**config.mk**
```make
export PLATFORM = sky130hd
export DESIGN_NAME = brent_kung_adder
export DESIGN_NICKNAME = d
export VERILOG_FILES = /design/src/rtl/brent_kung_adder_pkg.sv /design/src/rtl/brent_kung_adder_prefix_cell.sv /design/src/rtl/brent_kung_adder.sv
export SDC_FILE = /design/constraint.sdc
export NUM_CORES = 1
export LEC_CHECK = 0
export BUFFER_PORTS_ARGS = -buffer_cell sky130_fd_sc_hd__buf_4
export CORE_MARGIN = 1.5
export CORE_UTILIZATION = 31
export CTS_BUF_LIST = sky130_fd_sc_hd__clkbuf_8
export DETAILED_ROUTE_END_ITERATION = 8
export HOLD_SLACK_MARGIN = 0.1
export PLACE_DENSITY = 0.64
export RECOVER_POWER = 100
export SLEW_MARGIN = 30
export SYNTH_ARGS = -nofsm -noshare
export SYNTH_HDL_FRONTEND = slang
export SYNTH_HIERARCHICAL = 1
export SYNTH_SLANG_ARGS = --single-unit
export TNS_END_PERCENT = 10
```
**constraint.sdc**
```tcl
create_clock -name clk -period 0.8 [get_ports clk]
set_clock_uncertainty 0.05 [all_clocks]
set_input_delay 0.16 -clock clk [delete_from_list [all_inputs] [get_ports clk]]
set_output_delay 0.16 -clock clk [all_outputs]
set_load 0.02 [all_outputs]
```
**src/rtl/brent_kung_adder_pkg.sv**
```systemverilog
// Shared constants and elaboration helpers for the Brent-Kung adder.
package brent_kung_adder_pkg;

  localparam int BK_DEFAULT_WIDTH = 64;

  // True when n is a power of two no smaller than 2 (the tree needs full levels).
  function automatic bit bk_is_pow2(input int n);
    return (n >= 2) && ((n & (n - 1)) == 0);
  endfunction

endpackage

```
**src/rtl/brent_kung_adder_prefix_cell.sv**
```systemverilog
// Brent-Kung prefix operator: merges a high (G,P) group with the adjacent low group.
module bk_prefix_cell (
  input  logic g_hi,
  input  logic p_hi,
  input  logic g_lo,
  input  logic p_lo,
  output logic g_out,
  output logic p_out
);

  // Merged group generates if the high part generates, or propagates a low generate.
  assign g_out = g_hi | (p_hi & g_lo);
  assign p_out = p_hi & p_lo;

endmodule

```
**src/rtl/brent_kung_adder.sv**
```systemverilog
// Registered WIDTH-bit unsigned adder, carry-in 0, carries from a Brent-Kung prefix tree.
module brent_kung_adder
  import brent_kung_adder_pkg::*;
#(
  parameter int WIDTH = BK_DEFAULT_WIDTH
) (
  input  logic             clk,
  input  logic             rst_n,
  input  logic [WIDTH-1:0] a,
  input  logic [WIDTH-1:0] b,
  output logic [WIDTH-1:0] sum,
  output logic             cout
);

  localparam int LOGW = $clog2(WIDTH);

  if (!bk_is_pow2(WIDTH)) begin : g_bad_width
    $error("brent_kung_adder: WIDTH must be a power of two >= 2");
  end

  // Up-sweep: level 0 holds per-bit generate/propagate; level l builds groups of 2^l bits
  // ending at every index i with (i+1) a multiple of 2^l. Each level lives in its own
  // generate scope so no signal is both read and written across levels.
  for (genvar l = 0; l <= LOGW; l++) begin : g_up
    logic [WIDTH-1:0] g;
    logic [WIDTH-1:0] p;
    if (l == 0) begin : g_pre
      assign g = a & b;
      assign p = a ^ b;
    end else begin : g_lvl
      localparam int SPAN = 1 << l;
      localparam int HALF = SPAN / 2;
      for (genvar i = 0; i < WIDTH; i++) begin : g_bit
        if (((i + 1) % SPAN) == 0) begin : g_cell
          bk_prefix_cell u_cell (
            .g_hi  (g_up[l-1].g[i]),
            .p_hi  (g_up[l-1].p[i]),
            .g_lo  (g_up[l-1].g[i-HALF]),
            .p_lo  (g_up[l-1].p[i-HALF]),
            .g_out (g[i]),
            .p_out (p[i])
          );
        end else begin : g_pass
          assign g[i] = g_up[l-1].g[i];
          assign p[i] = g_up[l-1].p[i];
        end
      end
    end
  end

  // Down-sweep: stage s works at tree level l = LOGW - s and fills in the prefixes the
  // up-sweep skipped, so after the last stage every bit i holds the group 0..i.
  for (genvar s = 0; s < LOGW; s++) begin : g_dn
    logic [WIDTH-1:0] g;
    logic [WIDTH-1:0] p;
    if (s == 0) begin : g_root
      assign g = g_up[LOGW].g;
      assign p = g_up[LOGW].p;
    end else begin : g_lvl
      localparam int LVL  = LOGW - s;
      localparam int SPAN = 1 << LVL;
      localparam int HALF = SPAN / 2;
      for (genvar i = 0; i < WIDTH; i++) begin : g_bit
        if ((((i + 1) % SPAN) == HALF) && (i >= SPAN)) begin : g_cell
          bk_prefix_cell u_cell (
            .g_hi  (g_dn[s-1].g[i]),
            .p_hi  (g_dn[s-1].p[i]),
            .g_lo  (g_dn[s-1].g[i-HALF]),
            .p_lo  (g_dn[s-1].p[i-HALF]),
            .g_out (g[i]),
            .p_out (p[i])
          );
        end else begin : g_pass
          assign g[i] = g_dn[s-1].g[i];
          assign p[i] = g_dn[s-1].p[i];
        end
      end
    end
  end

  logic [WIDTH-1:0] g_pre_all;
  logic [WIDTH-1:0] p_bit;
  logic             unused_p_pre_all;

  assign g_pre_all = g_dn[LOGW-1].g;
  assign p_bit     = g_up[0].p;
  // The block-propagate prefixes have no consumer once carry-in is fixed at 0.
  assign unused_p_pre_all = ^g_dn[LOGW-1].p;

  logic [WIDTH-1:0] sum_d, sum_q;
  logic             cout_d, cout_q;

  // Sum bit i is the bit propagate XOR the carry into bit i (c_0 = 0, c_{i+1} = G[0..i]).
  always_comb begin
    // NOTE: every always_comb output gets a default first so no path can infer a latch.
    sum_d  = '0;
    cout_d = 1'b0;
    sum_d  = p_bit ^ {g_pre_all[WIDTH-2:0], 1'b0};
    cout_d = g_pre_all[WIDTH-1];
  end

  // Result register: cleared asynchronously, otherwise loads every cycle.
  always_ff @(posedge clk or negedge rst_n) begin
    // NOTE: state updates use non-blocking assignments so all flops sample pre-edge values.
    if (!rst_n) begin
      sum_q  <= '0;
      cout_q <= 1'b0;
    end else begin
      sum_q  <= sum_d;
      cout_q <= cout_d;
    end
  end

  assign sum  = sum_q;
  assign cout = cout_q;

endmodule

```
==> out/metrics.cfg <==
[run_status]
outcome=complete, but fails checks
violations=setup timing

[global_route]
grt_pass1_wl_mm=19.0
grt_pass1_vias=4275
antenna_found_initial=0
grt_max_degree=41
overflow=0
track_usage_pct=16.5

[worst_setup_path]
cp_slowest_stage_delay_ns=0.23
crit_buf_inv=2
cp_max_fo=3
slowest_stage=ha_4
required_ns=0.97
critPathArrivalTime_ns=2.47
path_common_cell=a21o_1
endpoint_kind=flop
worstSetupPathType=in2reg
path_cells=buf_4 -> ha_4 -> and2_4 -> and2_4 -> and2_2 -> a21o_1 -> a21o_1 -> buf_6 -> a21o_1 -> a21o_1 -> a21o_1 -> a21o_1 -> xor2_1
worstSetupStartpointType=input pin
critical-path-top-delay-family=compound AO/OA/AOI/OAI gates

[detailed_routing]
dr_total_vias=3922
drc=0
via_per_inst=4.50
wl_per_cell_um=13.6
finalWirelength_mm=11.8
dr.pass1.iters=4
drt_iter0_drc=86
detail-route-antenna-nets=0

[sta]
holdWs_ns=0.0176
setup_slack_ns=-1.50
final.setup.tns_ns=-83.76
drv_slew=0
max_freq_mhz=434
finalSetupViolations=128
hold_viol=0
rsz0062_at_grt=true
final.period_utilization_pct=288
worst_slew_pin_slew_ns=0.361
timing.final.crit_period_ns=2.30
relSlewSlack_pct=76.0

[clock_tree]
clk_pin_slew_ns=0.07
cts_max_level=3
cts_hold_buf=1
cts_buffers=9
clock_sinks=65
cts_tree=done
clk_path_buf_depth=2
cts.root.buffer_cell=clkbuf_8

[yosys]
synth_area_um2=4310
syn-num-nets=563
avgSynthCellArea_um2=11.7
yosys_warnings=6
netlist_instances=369

[placement]
postPlaceCellArea_um2=6980
portBuffers=194
gp_congestion=0.835
post-dp-hpwl_mm=9.56

[die]
core_area_um2=13400
rows=42
fp.dieH_um=121
pin_count=195
start_util_pct=32.1
die-area_um2=14600
die_x_um=121

[run]
max_cap_viol_count=0

[final_layout]
final_cell_mix=buf_4, a21o_1, buf_6
antenna_cells=0
layout-drive-gt1-share_pct=59.7
fillers=1122
final_core_util_pct=58.3
layout_commonest_cell=buf_4
fin_nets=886
finalInstanceArea_um2=7810
area.growth.synth_to_final_pct=81.3

[power]
irDropWorstVdd_mv=0.914
leakage_uw=0.00443
total_power_uw=13200
powerDensity_nw_per_um2=1690

[worst_hold_path]
hold_path_class=in2reg

final timing paths:
kind,startpoint,to,slack [ns],cells past startpoint
min in group asynchronous,rst_n,sum[63],0.37,3
worst max-delay path,a[8],sum[47],-1.50,13
max in group asynchronous,rst_n,sum[21],0.02,3
worst min-delay path,b[0],sum[0],0.02,2
metrics by stage:
stage / cells / setup slack, ns
2_1_floorplan: 369 / -1.85
3_3_place_gp: 843 / -1.93
3_5_place_dp: 843 / -1.94
4_1_cts: 866 / -1.48
5_1_grt: 871 / -1.57
6_report: 871 / -1.50
area by class of cell:
type	count	area, um^2	area share, %
timing repair buffer	312	2670	34.2
sequential	65	1630	20.8
clock inverter	3	11.3	0.144
clock buffer	11	151	1.94
multi-input combinational	304	3130	40.1
tap	176	220	2.82
report_power, final:
| group | leakage (uW) | internal [uW] | switching [uW] |
|---|---|---|---|
| registers | 0.000758 | 4000 | 371 |
| logic | 0.00357 | 3710 | 2730 |
| clock network | 0.0000951 | 1230 | 1190 |
| total | 0.00443 | 8940 | 4300 |
registers in the layout, summed over array words and instances, names as in the netlist:
name and count:
sum 64, cout 1
routing by layer:
layer  wire [um]  share of wire [%]  track usage [%]
met1        4570                 39             17.9
met5           0                  0                0
met4         195                1.7             5.51
met3         901                7.6             5.03
met2        6150                 52             30.5
what timing repair did:
action,in CTS,in global routing
endpoints found under the setup margin,127,128
resized for setup,97,22
pin swaps,11,11
buffers inserted,8,5
endpoints found under the hold margin,77,8
(Power assumes the default switching activity.)
